$ cat src/rtl/timer_preset_controller.sv
// timer_preset_controller
//   Button-driven front end for count_down_timer. Edits a BCD hh:mm:ss
//   preset, issues set/play/stop/reset command pulses through a small
//   two-slot sequencer, and produces per-field display blanking.
//
// Ports
//   clk, rst                 clock, synchronous active-high reset
//   btn_mode/up/down/start   debounced one-cycle button pulses
//   ring, counting           timer feedback (counting is status only)
//   hour/minute/second_bcd   preset value presented to the timer
//   set/play/stop/reset      command pulses, PULSE_CYCLES wide
//   field_blank              {h,m,s} blanking, 1 = field hidden
//   cmd_busy                 sequencer active, buttons ignored
//   state_code               current FSM state
module timer_preset_controller #(
    parameter int CLK_HZ       = 5000000,
    parameter int BLINK_HZ     = 2,
    parameter int PULSE_CYCLES = 2,
    parameter int GAP_CYCLES   = 2
) (
    input  logic       clk,
    input  logic       rst,
    input  logic       btn_mode,
    input  logic       btn_up,
    input  logic       btn_down,
    input  logic       btn_start,
    input  logic       ring,
    input  logic       counting,
    output logic [7:0] hour_bcd,
    output logic [7:0] minute_bcd,
    output logic [7:0] second_bcd,
    output logic       set,
    output logic       play,
    output logic       stop,
    output logic       reset,
    output logic [2:0] field_blank,
    output logic       cmd_busy,
    output logic [2:0] state_code
);

    localparam int HALF = CLK_HZ / (2 * BLINK_HZ);
    localparam int BW   = (HALF > 1) ? $clog2(HALF) : 1;
    localparam int SMAX = (PULSE_CYCLES > GAP_CYCLES) ? PULSE_CYCLES : GAP_CYCLES;
    localparam int SW   = $clog2(SMAX + 1);

    typedef enum logic [2:0] {
        S_IDLE    = 3'd0,
        S_EDIT_H  = 3'd1,
        S_EDIT_M  = 3'd2,
        S_EDIT_S  = 3'd3,
        S_RUNNING = 3'd4,
        S_PAUSED  = 3'd5,
        S_ALARM   = 3'd6
    } state_t;

    typedef enum logic [2:0] {
        C_NONE, C_SET, C_PLAY, C_STOP, C_RESET
    } cmd_t;

    state_t         state, state_nxt;
    cmd_t           q_first, q_second;
    cmd_t           seq_cur, seq_nxt;
    logic           seq_active, seq_gap;
    logic [SW-1:0]  seq_cnt;
    logic [BW-1:0]  blink_cnt;
    logic           blink_phase;
    logic           go_start, go_mode, go_up, go_down;
    logic           preset_zero, pulse_on;

    // counting is informational only; nothing in this block depends on it
    logic unused_counting;
    assign unused_counting = counting;

    // Priority start > mode > up > down; nothing is accepted while busy
    assign go_start = !cmd_busy && btn_start;
    assign go_mode  = !cmd_busy && !btn_start && btn_mode;
    assign go_up    = !cmd_busy && !btn_start && !btn_mode && btn_up;
    assign go_down  = !cmd_busy && !btn_start && !btn_mode && !btn_up && btn_down;

    assign preset_zero = ({hour_bcd, minute_bcd, second_bcd} == 24'h0);

    function automatic logic [7:0] bcd_inc(input logic [7:0] v, input logic [7:0] max_v);
        if (v == max_v) return 8'h00;
        if (v[3:0] == 4'd9) return {v[7:4] + 4'd1, 4'd0};
        return {v[7:4], v[3:0] + 4'd1};
    endfunction

    function automatic logic [7:0] bcd_dec(input logic [7:0] v, input logic [7:0] max_v);
        if (v == 8'h00) return max_v;
        if (v[3:0] == 4'd0) return {v[7:4] - 4'd1, 4'd9};
        return {v[7:4], v[3:0] - 4'd1};
    endfunction

    always_ff @(posedge clk) begin
        if (rst) state <= S_IDLE;
        else     state <= state_nxt;
    end

    always_comb begin
        state_nxt = state;
        q_first   = C_NONE;
        q_second  = C_NONE;
        case (state)
            S_IDLE: begin
                if (go_start) begin
                    if (!preset_zero) begin
                        q_first = C_SET; q_second = C_PLAY; state_nxt = S_RUNNING;
                    end
                end else if (go_mode) begin
                    state_nxt = S_EDIT_H;
                end
            end
            S_EDIT_H, S_EDIT_M, S_EDIT_S: begin
                if (go_start) begin
                    if (!preset_zero) begin
                        q_first = C_SET; q_second = C_PLAY; state_nxt = S_RUNNING;
                    end
                end else if (go_mode) begin
                    case (state)
                        S_EDIT_H: state_nxt = S_EDIT_M;
                        S_EDIT_M: state_nxt = S_EDIT_S;
                        default: begin q_first = C_SET; state_nxt = S_IDLE; end
                    endcase
                end
            end
            S_RUNNING: begin
                if (ring) begin
                    state_nxt = S_ALARM;
                end else if (go_start) begin
                    q_first = C_STOP; state_nxt = S_PAUSED;
                end else if (go_mode) begin
                    q_first = C_RESET; state_nxt = S_IDLE;
                end
            end
            S_PAUSED: begin
                if (go_start) begin
                    q_first = C_PLAY; state_nxt = S_RUNNING;
                end else if (go_mode) begin
                    q_first = C_RESET; state_nxt = S_IDLE;
                end
            end
            S_ALARM: begin
                // Reloading the preset is what clears ring in the timer
                if (go_start || go_mode || go_up || go_down) begin
                    q_first = C_SET; state_nxt = S_IDLE;
                end
            end
            default: state_nxt = S_IDLE;
        endcase
    end

    // Preset edits; only reachable while idle-sequencer, so a set pulse
    // always sees stable BCD values
    always_ff @(posedge clk) begin
        if (rst) begin
            hour_bcd   <= 8'h00;
            minute_bcd <= 8'h00;
            second_bcd <= 8'h00;
        end else if (go_up || go_down) begin
            case (state)
                S_EDIT_H: hour_bcd   <= go_up ? bcd_inc(hour_bcd, 8'h23)   : bcd_dec(hour_bcd, 8'h23);
                S_EDIT_M: minute_bcd <= go_up ? bcd_inc(minute_bcd, 8'h59) : bcd_dec(minute_bcd, 8'h59);
                S_EDIT_S: second_bcd <= go_up ? bcd_inc(second_bcd, 8'h59) : bcd_dec(second_bcd, 8'h59);
                default: ;
            endcase
        end
    end

    // Blink timebase; an edit press restarts it visible so the digit
    // being changed is never hidden at the moment it changes
    always_ff @(posedge clk) begin
        if (rst || go_up || go_down) begin
            blink_cnt   <= '0;
            blink_phase <= 1'b0;
        end else if (blink_cnt == BW'(HALF - 1)) begin
            blink_cnt   <= '0;
            blink_phase <= ~blink_phase;
        end else begin
            blink_cnt <= blink_cnt + 1'b1;
        end
    end

    always_comb begin
        field_blank = 3'b000;
        case (state)
            S_EDIT_H: field_blank = {blink_phase, 2'b00};
            S_EDIT_M: field_blank = {1'b0, blink_phase, 1'b0};
            S_EDIT_S: field_blank = {2'b00, blink_phase};
            S_ALARM:  field_blank = {3{blink_phase}};
            default:  field_blank = 3'b000;
        endcase
    end

    // Command sequencer: pulse phase then gap phase per command; the gap
    // after the last command is part of the busy window. GAP_CYCLES >= 1.
    always_ff @(posedge clk) begin
        if (rst) begin
            seq_active <= 1'b0;
            seq_gap    <= 1'b0;
            seq_cnt    <= '0;
            seq_cur    <= C_NONE;
            seq_nxt    <= C_NONE;
        end else if (q_first != C_NONE) begin
            seq_active <= 1'b1;
            seq_gap    <= 1'b0;
            seq_cnt    <= '0;
            seq_cur    <= q_first;
            seq_nxt    <= q_second;
        end else if (seq_active) begin
            if (!seq_gap) begin
                if (seq_cnt == SW'(PULSE_CYCLES - 1)) begin
                    seq_gap <= 1'b1;
                    seq_cnt <= '0;
                end else begin
                    seq_cnt <= seq_cnt + 1'b1;
                end
            end else if (seq_cnt == SW'(GAP_CYCLES - 1)) begin
                seq_cnt <= '0;
                if (seq_nxt != C_NONE) begin
                    seq_cur <= seq_nxt;
                    seq_nxt <= C_NONE;
                    seq_gap <= 1'b0;
                end else begin
                    seq_active <= 1'b0;
                    seq_gap    <= 1'b0;
                    seq_cur    <= C_NONE;
                end
            end else begin
                seq_cnt <= seq_cnt + 1'b1;
            end
        end
    end

    assign pulse_on   = seq_active && !seq_gap;
    assign set        = pulse_on && (seq_cur == C_SET);
    assign play       = pulse_on && (seq_cur == C_PLAY);
    assign stop       = pulse_on && (seq_cur == C_STOP);
    assign reset      = pulse_on && (seq_cur == C_RESET);
    assign cmd_busy   = seq_active;
    assign state_code = state;

endmodule

$ cat config.mk
export PLATFORM = sky130hd
export DESIGN_NAME = timer_preset_controller
export DESIGN_NICKNAME = d
export VERILOG_FILES = /design/src/rtl/timer_preset_controller.sv
export SDC_FILE = /design/constraint.sdc
export NUM_CORES = 1
export LEC_CHECK = 0
export BUFFER_PORTS_ARGS = -buffer_cell sky130_fd_sc_hd__buf_4
export CAP_MARGIN = 30
export CORE_MARGIN = 8
export CORE_UTILIZATION = 55
export CTS_BUF_LIST = sky130_fd_sc_hd__clkbuf_2 sky130_fd_sc_hd__clkbuf_4 sky130_fd_sc_hd__clkbuf_8
export DETAILED_ROUTE_END_ITERATION = 7
export PLACE_DENSITY = 0.9
export REMOVE_ABC_BUFFERS = 1
export SYNTH_ARGS = -nofsm -noshare
export SYNTH_HDL_FRONTEND = slang
export SYNTH_SLANG_ARGS = --single-unit
$ cat constraint.sdc
create_clock -name clk -period 2.45 [get_ports clk]
set_clock_uncertainty 0.05 [all_clocks]
set_input_delay 0.735 -clock clk [delete_from_list [all_inputs] [get_ports clk]]
set_output_delay 0.735 -clock clk [all_outputs]
set_load 0.03 [all_outputs]
==> Word level (Yosys, flattened, before mapping) <==
Cells that the tools add are included.
{ "op_classes": {"n_addsub": 14, "eq_ne": 24, "multipliers": 0, "n_mux": 127, "reduce_logical": 54, "magnitude_cmp": 0, "div": 0, "bitwise": 1, "n_shift": 0} }
{ "ops": {"columns": ["operator", "n"], "rows": [
  ["$mux 8", 27],
  ["$mux 3", 25],
  ["$mux 1", 67],
  ["$pmux 3 s5", 2],
  ["$add 4x1->4 const B", 6],
  ["$logic_not 24->1", 1],
  ["$logic_not 8->1", 3],
  ["$sub 4x1->4 const B", 6],
  ["$add 21x1->21 const B", 1],
  ["$eq 21x21->1 const B", 1],
  ["$eq 8x7->1 const B", 2],
  ["$reduce_and 4->1", 4],
  ["$reduce_bool 3->1", 5],
  ["$eq 3x2->1 const B", 4],
  ["$eq 3x3->1 const B", 4],
  ["$eq 4x4->1 const B", 3],
  ["$logic_and 1x1->1", 12],
  ["$logic_not 4->1", 3],
  ["$pmux 3 s4", 1],
  ["$ne 3x1->1 const B", 3],
  ["$eq 8x6->1 const B", 1],
  ["$mux 2", 4],
  ["$reduce_bool 2->1", 4],
  ["$eq 3x1->1 const B", 2],
  ["14 further kinds", 29]
]} }
{ "word_totals": {"input_bits": 8, "mem_bits_ro": 0, "word_cells": 234, "memories": 0, "latch_bits": 0, "out_inout_bits": 35, "ff_bits": 59, "mem_bits_rw": 0} }

==> Depth between registers and ports, before layout <==
Gate-level depths: netlist of the first run.
{ "depth": {"ltp_word": 15, "mapped_depth": 8, "depth_no_buf": 7} }

==> Least setup slack after synthesis of the first run <==
OpenSTA, ideal clock, no wires.
{ "synth_timing": {"path_type": "flip-flop to output port", "start": "reg seq_active, in the netlist cmd_busy", "end": "out reset", "path_stages_with_launch": 4, "path_slack_ns": -0.278, "t_required_ns": 1.665, "path_buffers": 1, "arrival_time_ns": 1.943, "cell_sequence": "dfxtp_1 buf_2 nand2b_1 nor4b_1"} }
{ "synth_between": {"elab_chain_cells": 2} }
{ "synth_rtl": {"columns": ["element", "line", "text"], "rows": [
  ["start: declaration", "63", "logic seq_active, seq_gap;"],
  ["start signal: assignment", "198", "seq_active <= 1'b0;"],
  ["start signal: assignment", "204", "seq_active <= 1'b1;"],
  ["start signal: assignment", "224", "seq_active <= 1'b0;"],
  ["$logic_and 1x1->1", "234", "assign pulse_on = seq_active && !seq_gap;"],
  ["$logic_and 1x1->1", "238", "assign reset = pulse_on && (seq_cur == C_RESET);"],
  ["end: declaration", "35", "output logic reset,"]
]} }
Every way passes these cells.

==> Worst setup path in the final report of the first run <==
{ "layout_timing": {"start": "reg state[2], in the netlist state_code[2]", "end": "out field_blank[2]"} }
{ "layout_between": {"elab_chain_cells": 2, "word_cells_on_any_way": 5, "classes_between": "eq/ne (4); mux (1)"} }
{ "layout_rtl": {"columns": ["element", "line", "text"], "rows": [
  ["start: declaration", "60", "state_t state, state_nxt;"],
  ["start signal: assignment", "96", "else state <= state_nxt;"],
  ["$eq 3x3->1, or another cell as far along", "185", "case (state)"],
  ["$pmux 3 s4 *", "185", null],
  ["end: declaration", "36", "output logic [2:0] field_blank,"]
]} }
Every way passes the cells marked *; elsewhere a longest branch is shown, timed or not.

==> flow_summary.json, run 1 <==
{
  "status": "finished, final reports clean",
  "syn_inst": 462,
  "cts_max_level": 3,
  "grt_usage_pct": 19.9,
  "wirelength_mm": 9.68,
  "synth_top_area_cell": "dfxtp_1",
  "numClockSinks": 57,
  "cap_violations": 0,
  "cts-root-buf": "clkbuf_8",
  "min_path_cells": 2,
  "synth_area_sq_um": 3650,
  "worstSkewPairLatency_ns": 0.36,
  "slew_viol_final": 0,
  "ys_ff_latch": 57,
  "grt_pass1_vias": 3635,
  "period_share_pct": 94.7,
  "cp_max_fo": 8,
  "hp-start": "seq_cnt[1]$_SDFFE_PP0P_",
  "ys_types": 60,
  "rsz0062_at_grt": "no",
  "globalRoute.totalOverflow": 0,
  "clk_path_buf_depth": 2,
  "tightestPinTransition_ns": 0.686,
  "cts_setup_buffers": 0,
  "start_util_pct": 57.2,
  "cp-start-kind": "flip-flop",
  "path_class": "reg2out",
  "area_growth_pct": 22.5,
  "post_drt_wl_per_cell_um": 15.7,
  "drt_iter0_drc": 249,
  "hp-class": "reg2reg",
  "slowest_stage": "dfxtp_1",
  "dieArea_sq_um": 9500,
  "drive_above_1_share_pct": 22.1,
  "dpl.cell_count": 600,
  "slowest_delay_ns": 0.48,
  "ys_seq_area_share_pct": 31.2,
  "power_density_nw_per_um2": 649,
  "fin_crit_ns": 2.32,
  "timing.fmax_mhz": 431,
  "arrival_ns": 1.54,
  "syn_area_per_cell_sq_um": 7.91,
  "core_sq_um": 6390,
  "io_buffers": 41,
  "hold_viol": 0,
  "dpl_cell_area_sq_um": 4270,
  "ir_drop_mv": 0.506,
  "antenna_left": 0,
  "yosysTopAreaCellShare_pct": 31.2,
  "antenna_cells": 0,
  "routabilityCongestion": 0.907,
  "crit_path_cell_trace": "nand2b_1, o22ai_1, and2_1, buf_4",
  "dp_hpwl_mm": 6.98,
  "setup_violations": 0,
  "ys.flop_type": "dfxtp_1",
  "synth-edff-count": 0,
  "holdPathEnd": "seq_cnt[1]$_SDFFE_PP0P_",
  "rows": 29,
  "yosysWarnings": 0,
  "r2r_end": "state_code[1]$_SDFFE_PP0P_",
  "tns_ns": 0,
  "dr_total_vias": 3753,
  "critPathRequiredTime_ns": 1.66,
  "ff2ff_setup_slack_ns": 0.15,
  "grt_antenna_before_repair": 0,
  "synthArstFlopShare_pct": 0,
  "fin_util_pct": 70.0,
  "fin_area_sq_um": 4470,
  "dp_slack_ns": -0.170,
  "cts_tree": "built",
  "rr_worst_depth": 6,
  "post-route-drc-count": 0,
  "synthMostInstantiatedCell": "dfxtp_1",
  "synth_area_leaders": "dfxtp_1 31%, ha_1 6.5%, nor2_1 5.3%, a21oi_1 4.0%, nand2_1 3.5%",
  "vias_per_cell": 6.09,
  "relSlewSlack_pct": 53.8,
  "dieWidth_um": 97.5,
  "p_leak_nw": 1.75,
  "drtPass1Iterations": 7,
  "layout.cells.non_filler": 616,
  "r2r_start": "hour_bcd[0]$_SDFFE_PP0P_",
  "path_clk_slew_ns": 0.07,
  "cts_made_buffers": 9,
  "fin_ws_ns": 0.129,
  "grt_pass1_wl_mm": 16.2,
  "ys_top_cells_by_count": "57 x dfxtp_1, 52 x nor2_1, 34 x nand2_1, 29 x a21oi_1, 25 x nand3_1",
  "die_y_um": 97.5,
  "nets": 561,
  "io_pins": 43,
  "grt_max_degree": 22,
  "crit_path_end_kind": "output pin",
  "num-fill-cells": 506
}
## worst max-delay path by stage
stage	slack [ns]	from	depth (start not counted)	end
after global routing	0.03	second_bcd[1]$_SDFFE_PP0P_	8	second_bcd[6]$_SDFFE_PP0P_
after CTS	0.06	cmd_busy$_SDFF_PP0_	4	reset
after detailed placement	-0.17	btn_start	7	hour_bcd[7]$_SDFFE_PP0P_
after floorplan	-0.25	cmd_busy$_SDFF_PP0_	2	reset
final	0.13	state_code[2]$_SDFFE_PP0P_	4	field_blank[2]
after global placement	-0.1	btn_start	7	hour_bcd[7]$_SDFFE_PP0P_
## through the flow
stage / hold WS [ns] / power (mW)
2_1_floorplan: 0.376 / 1.71
3_3_place_gp: 0.388 / 2.04
3_5_place_dp: 0.400 / 2.08
4_1_cts: 0.411 / 2.89
5_1_grt: 0.443 / 3.06
6_report: 0.409 / 2.90
## routing by layer
metal  part of all wire [%]  global-route usage [%]
met5                      0                       0
met4                    2.1                    9.79
met3                    7.7                    5.48
met2                     50                    33.9
met1                     41                    22.1
## what timing repair did
action,CTS,global route
hold buffers,0,0
endpoints found under the setup margin,1,5
resized for setup,1,6
## report_power, final
part / internal (mW) / total [mW] / leakage (nW) / switching, mW
logic: 0.415 / 0.992 / 1.21 / 0.577
registers: 1.01 / 1.11 / 0.461 / 0.105
clock network: 0.378 / 0.797 / 0.0819 / 0.419
## sequential cells by signal, indices dropped and copies added (netlist names), 2 cells and up
name,flops
seq_cur,3
state_code,3
minute_bcd,8
hour_bcd,8
blink_cnt,21
second_bcd,8
seq_cnt,2
## cell usage in the layout, fill, tap and decap left out, types with 12 or more instances in the layout
cell type	count
buf_4	83
dfxtp_1	56
nor2_1	52
nand2_1	34
a21oi_1	29
nand3_1	25
inv_1	23
nor3_1	19
ha_1	19
xor2_1	12
o21ai_0	12
## final cells by class
| type | instances | area (sq um) | area share [%] |
|---|---|---|---|
| clock inverter | 6 | 45.0 | 1.01 |
| sequential | 57 | 1140 | 25.5 |
| multi-input combinational | 360 | 2350 | 52.5 |
| clock buffer | 10 | 131 | 2.94 |
| timing repair buffer | 83 | 623 | 13.9 |
| tap | 77 | 96.3 | 2.15 |
| inverter | 23 | 86.3 | 1.93 |
## cells by family (layout without fill, tap and decap cells)
group	after synthesis	count (layout)	synth area share [%]
XOR/XNOR	23	23	5.52
multiplexers	5	5	1.37
buffers and inverters	45	122	5.10
adder cells (fa/ha/maj)	19	19	6.51
flip-flops	57	57	31.2
AND/OR/NAND/NOR	211	211	30.9
AO/OA/AOI/OAI	102	102	19.3
## worst max-delay path: cells and delay by family, from the launching register on
kind	cells	cell delay, ns
buffers and inverters	1	0.16
AO/OA/AOI/OAI	1	0.11
AND/OR/NAND/NOR	2	0.43
flip-flops	1	0.48
(Power assumes the default switching activity.)
==> run 2, diff against run 1 <==
BUFFER_PORTS_ARGS = -buffer_cell sky130_fd_sc_hd__buf_2   (was -buffer_cell sky130_fd_sc_hd__buf_4)
==> run 2 against run 1 <==
Die area did not move. Final cell count rose by 0.32%. Sequential power barely moved. Register-to-register slack barely moved. Worst setup slack got worse by 0.024 ns. First-iteration DRC count rose by 20%. Critical path depth did not move. Utilization fell by 1.3 points. Hold slack improved by 0.0081 ns. Critical path type unchanged. Largest cell class unchanged. Highest routed layer unchanged.
==> flow_summary.json, run 2 (synthesis results as in run 1) <==
{
  "area_growth_pct": 20.2,
  "drt_iter0_drc": 299,
  "antenna_cells": 0,
  "crit_path_end_kind": "output pin",
  "antenna_left": 0,
  "fin_crit_ns": 2.34,
  "relSlewSlack_pct": 54.8,
  "wirelength_mm": 9.83,
  "dp_slack_ns": -0.0816,
  "ir_drop_mv": 0.556,
  "cts_setup_buffers": 0,
  "core_sq_um": 6390,
  "rsz0062_at_grt": "no",
  "fin_ws_ns": 0.105,
  "min_path_cells": 2,
  "setup_violations": 0,
  "status": "finished, final reports clean",
  "post_drt_wl_per_cell_um": 15.9,
  "num-fill-cells": 507,
  "p_leak_nw": 1.76,
  "cp-start-kind": "flip-flop",
  "cts_hold_buf": 0,
  "layout_common_cells": "57 x dfxtp_1, 52 x nor2_1, 44 x buf_4",
  "rr_worst_depth": 6,
  "path_class": "reg2out",
  "startpoint": "state_code[2]$_SDFFE_PP0P_",
  "hp-class": "reg2reg",
  "critPathRequiredTime_ns": 1.66,
  "cts-root-buf": "clkbuf_8",
  "cp_max_fo": 8,
  "dr_total_vias": 3860,
  "cts_max_level": 3,
  "grt_pass1_wl_mm": 16.7,
  "numClockSinks": 57,
  "layout_commonest_cell": "dfxtp_1",
  "vias_per_cell": 6.25,
  "globalRoute.totalOverflow": 0,
  "cts_tree": "built",
  "top_register": "blink_cnt",
  "worstSkewPairLatency_ns": 0.34,
  "drive_above_1_share_pct": 22.0,
  "r2r_end": "state_code[1]$_SDFFE_PP0P_",
  "slew_viol_final": 0,
  "largest_register_ffs": 21,
  "io_pins": 43,
  "r2r_start": "hour_bcd[1]$_SDFFE_PP0P_",
  "path_clk_slew_ns": 0.07,
  "ctsResizeCount": 0,
  "grt_usage_pct": 20.3,
  "cap_violations": 0,
  "grt_antenna_before_repair": 0,
  "start_util_pct": 57.2,
  "drtPass1Iterations": 5,
  "dieArea_sq_um": 9500,
  "routabilityCongestion": 0.917,
  "post-route-drc-count": 0,
  "cts_made_buffers": 9,
  "power_density_nw_per_um2": 666,
  "die_y_um": 97.5,
  "dp_hpwl_mm": 6.83,
  "hold_viol": 0,
  "dieWidth_um": 97.5,
  "holdWs_ns": 0.417,
  "io_buffers": 41,
  "period_share_pct": 95.7,
  "timing.fmax_mhz": 427,
  "clk_path_buf_depth": 2,
  "grt_pass1_vias": 3804,
  "tightestPinTransition_ns": 0.672,
  "nets": 563,
  "ff2ff_setup_slack_ns": 0.14,
  "critPathCapture": "field_blank[2]",
  "arrival_ns": 1.56,
  "grt_max_degree": 22,
  "rows": 29
}
==> run 2: layout make-up <==
class,count,area [sq um],area share (%)
multi-input cells,360,2340,53.3
flip-flops and latches,57,1140,26.0
repair buffers,85,536,12.2
clock buffers,11,151,3.45
well taps,77,96.3,2.19
inverters,23,86.3,1.97
clock inverters,5,40.0,0.912
==> run 2: worst min path at each step <==
| stage | startpoint | to | slack (ns) |
|---|---|---|---|
| final | seq_cnt[1]$_SDFFE_PP0P_ | seq_cnt[1]$_SDFFE_PP0P_ | 0.42 |
| after global routing | seq_cnt[1]$_SDFFE_PP0P_ | seq_cnt[1]$_SDFFE_PP0P_ | 0.43 |
| after CTS | seq_cnt[1]$_SDFFE_PP0P_ | seq_cnt[1]$_SDFFE_PP0P_ | 0.42 |
| after detailed placement | seq_cnt[1]$_SDFFE_PP0P_ | seq_cnt[1]$_SDFFE_PP0P_ | 0.40 |
| after global placement | seq_cnt[1]$_SDFFE_PP0P_ | seq_cnt[1]$_SDFFE_PP0P_ | 0.39 |
| after floorplan | blink_cnt[0]$_SDFF_PP0_ | blink_cnt[0]$_SDFF_PP0_ | 0.38 |
==> run 2: where the power goes <==
part           switching, mW  total, mW  internal (mW)
Clock                  0.403      0.828          0.424
Sequential            0.0813       1.09           1.01
Combinational          0.608       1.01          0.401
==> run 2: through the flow <==
step / power [mW] / area (sq um) / setup TNS (ns) / std cells / utilization [%]
3_5_place_dp: 2.06 / 4180 / -0.300 / 602 / 65.5
2_1_floorplan: 1.71 / 3550 / -0.503 / 440 / -
3_3_place_gp: 2.03 / 4180 / -0.0181 / 602 / 65.5
4_1_cts: 2.91 / 4380 / 0 / 618 / 68.5
6_report: 2.92 / 4390 / 0 / 618 / 68.7
5_1_grt: 3.08 / 4390 / 0 / 618 / 68.7
==> run 2: worst max-delay path, cell delays in order, from the launching register on <==
cell and delay (ns):
dfxtp_1 0.48, nand2b_1 0.27, o22ai_1 0.11, and2_1 0.18, buf_2 0.18
==> run 2: per-layer routing <==
layer | wire length, um | track usage, %
met1 | 3960 | 22.1
met2 | 4830 | 35.4
met5 | 0 | 0
met4 | 243 | 8.28
met3 | 792 | 6.47
==> run 3, diff against run 2 <==
ABC_AREA = 1   (was unset)
==> run 3 against run 2 <==
Final area is 5.0% lower. Fmax rose by 1.8%. Worst setup slack better by 0.042 ns. Routed wire length down 12%. Critical endpoint unchanged. Die area up 0.74%. First-iteration DRC count fell by 45%. Global-route usage shrank 1.9 points. Critical path depth is 2 higher. Total power is 2.7% lower. Synthesized area up 0.89%.
==> flow_summary.json, run 3 <==
{
  "status": "finished, final reports clean",
  "dr_total_vias": 3703,
  "cp_max_fo": 9,
  "p_seq_share_pct": 38.4,
  "power_frac_comb_pct": 31.4,
  "yosysTopAreaCellShare_pct": 31.0,
  "numClockSinks": 57,
  "p_int_mw": 1.78,
  "ir_drop_mv": 0.333,
  "ys_ff_latch": 57,
  "dp_hpwl_mm": 6.44,
  "ctsResizeCount": 0,
  "rows": 30,
  "routabilityCongestion": 0.914,
  "die_y_um": 97.9,
  "tightestPinTransition_ns": 0.491,
  "period_share_pct": 94.0,
  "crit_family": "buffers and inverters",
  "slowest_delay_ns": 0.36,
  "synth_top_family_by_area": "simple AND/OR/NAND/NOR gates",
  "cp_common_cell": "inv_1",
  "cts_tree": "built",
  "grt_pass1_wl_mm": 14.9,
  "grt_antenna_before_repair": 0,
  "post_drt_wl_per_cell_um": 13.1,
  "synth-xor-area-share_pct": 5.47,
  "synth_fa_ha_area_share_pct": 6.45,
  "antenna_left": 0,
  "grt_pass1_vias": 3463,
  "start_util_pct": 55.5,
  "crit_path_cell_trace": "inv_1, nand2_1, nor2_1, inv_1, a21oi_2, clkbuf_4",
  "globalRoute.totalOverflow": 0,
  "fin_crit_ns": 2.30,
  "io_pins": 43,
  "synth_area_sq_um": 3680,
  "ys_types": 44,
  "worstSkewPairLatency_ns": 0.34,
  "path_class": "reg2out",
  "ys_top_cells_by_count": "82 x inv_1, 82 x nand2_1, 57 x dfxtp_1, 49 x nor2_1, 43 x nand3_1",
  "cts_hold_buf": 0,
  "ys.flop_type": "dfxtp_1",
  "power_mw": 2.85,
  "path_buf_inv": 3,
  "setup_violations": 0,
  "slowest_stage": "dfxtp_2",
  "hold_viol": 0,
  "largest_register_ffs": 21,
  "critPathRequiredTime_ns": 1.66,
  "p_leak_nw": 1.86,
  "area_growth_pct": 13.1,
  "syn_inst": 528,
  "cts_setup_buffers": 0,
  "switching_power_mw": 1.06,
  "synth_simple_gate_area_share_pct": 29.7,
  "cts-root-buf": "clkbuf_8",
  "yosysWarnings": 0,
  "antenna_cells": 0,
  "core_sq_um": 6640,
  "rsz0062_at_grt": "no",
  "power_density_nw_per_um2": 683,
  "synth_area_leaders": "dfxtp_1 31%, inv_1 8.4%, nand2_1 8.4%, ha_1 6.5%, nand3_1 5.8%",
  "post-route-drc-count": 0,
  "cap_violations": 0,
  "arrival_ns": 1.52,
  "relSlewSlack_pct": 67.0,
  "grt_usage_pct": 18.4,
  "synth_compound_area_share_pct": 16.5,
  "nets": 601,
  "top_register": "blink_cnt",
  "path_clk_slew_ns": 0.06,
  "drive_above_1_share_pct": 16.1,
  "slew_viol_final": 0,
  "drt_iter0_drc": 165,
  "timing.fmax_mhz": 434,
  "io_buffers": 41,
  "layout_common_cells": "82 x inv_1, 82 x nand2_1, 55 x dfxtp_1",
  "dp_slack_ns": 0.265,
  "ys_seq_area_share_pct": 31.0,
  "cp-start-kind": "flip-flop",
  "dieWidth_um": 97.9,
  "holdWs_ns": 0.395,
  "wirelength_mm": 8.61,
  "synth-edff-count": 0,
  "crit_path_end_kind": "output pin",
  "clkPwrFrac_pct": 30.2,
  "syn_area_per_cell_sq_um": 6.98,
  "fin_ws_ns": 0.147,
  "synthArstFlopShare_pct": 0,
  "synth_top_area_cell": "dfxtp_1",
  "synth_mux_area_share_pct": 0.306,
  "dieArea_sq_um": 9570,
  "vias_per_cell": 5.62,
  "cts_max_level": 3,
  "clk_path_buf_depth": 2,
  "drtPass1Iterations": 5,
  "swShare_pct": 37.3,
  "grt_max_degree": 25,
  "hp-class": "reg2reg",
  "cts_made_buffers": 9
}
[run 3: final cells by class]
cell class | instances | area, sq um
sequential | 57 | 1140
timing repair buffer | 46 | 248
multi-input combinational | 374 | 2160
clock inverter | 2 | 10.0
tap | 80 | 100
inverter | 86 | 323
fill | 580 | 2480
clock buffer | 14 | 186
[run 3: through the flow]
stage	utilization (%)	instances	instance area, sq um	TNS (ns)
6_report	62.7	659	4170	0
4_1_cts	62.6	659	4160	0
3_3_place_gp	59.6	643	3960	0
5_1_grt	62.7	659	4170	0
2_1_floorplan	-	517	3620	-0.0599
3_5_place_dp	59.6	643	3960	0
[run 3: routing by layer]
layer  global-route usage (%)  wire length, um  up-vias
met3                     4.27              457       17
met5                        0                0        -
met2                     32.9             4290       95
met4                     9.35              182        0
met1                     19.9             3680     1731
li1                         -                -     1860
[run 3: cell families after synthesis]
logic type                 count (synthesis)
xor gates and xnor gates                  23
adders and majority gates                 19
DFF                                       57
buffers and inverters                     97
AOI/OAI and AO/OA                         99
and+or+nand+nor                          232
muxes                                      1
[run 3: final timing paths]
kind / start / to / slack [ns] / depth (start not counted)
min: blink_cnt[0]$_SDFF_PP0_ / blink_cnt[0]$_SDFF_PP0_ / 0.40 / 1
max reg2reg: minute_bcd[0]$_SDFFE_PP0P_ / seq_gap$_SDFFE_PP0P_ / 0.41 / 12
min reg2reg: blink_cnt[0]$_SDFF_PP0_ / blink_cnt[0]$_SDFF_PP0_ / 0.40 / 1
max: state_code[0]$_SDFFE_PP0P_ / field_blank[2] / 0.15 / 6
[run 3: worst reg2reg max path: stages (launching register included)]
cell     delay (ns)
dfxtp_1        0.36
inv_1          0.12
ha_1           0.23
nand3_1        0.12
nor2_1         0.25
nand3_1        0.11
nand2_1        0.07
nand2_1        0.06
nor2_2         0.15
nand3_2        0.14
nor2_4         0.13
nand2_1        0.07
a21oi_2        0.10
[run 3: power by group through the flow]
stage          Combinational (mW)  Clock [mW]  Sequential (mW)
3_5_place_dp                0.879           0             1.11
6_report                    0.895       0.859             1.09
4_1_cts                     0.883       0.874             1.09
3_3_place_gp                0.852           0             1.10
5_1_grt                      1.00       0.925             1.11
2_1_floorplan               0.591           0             1.18
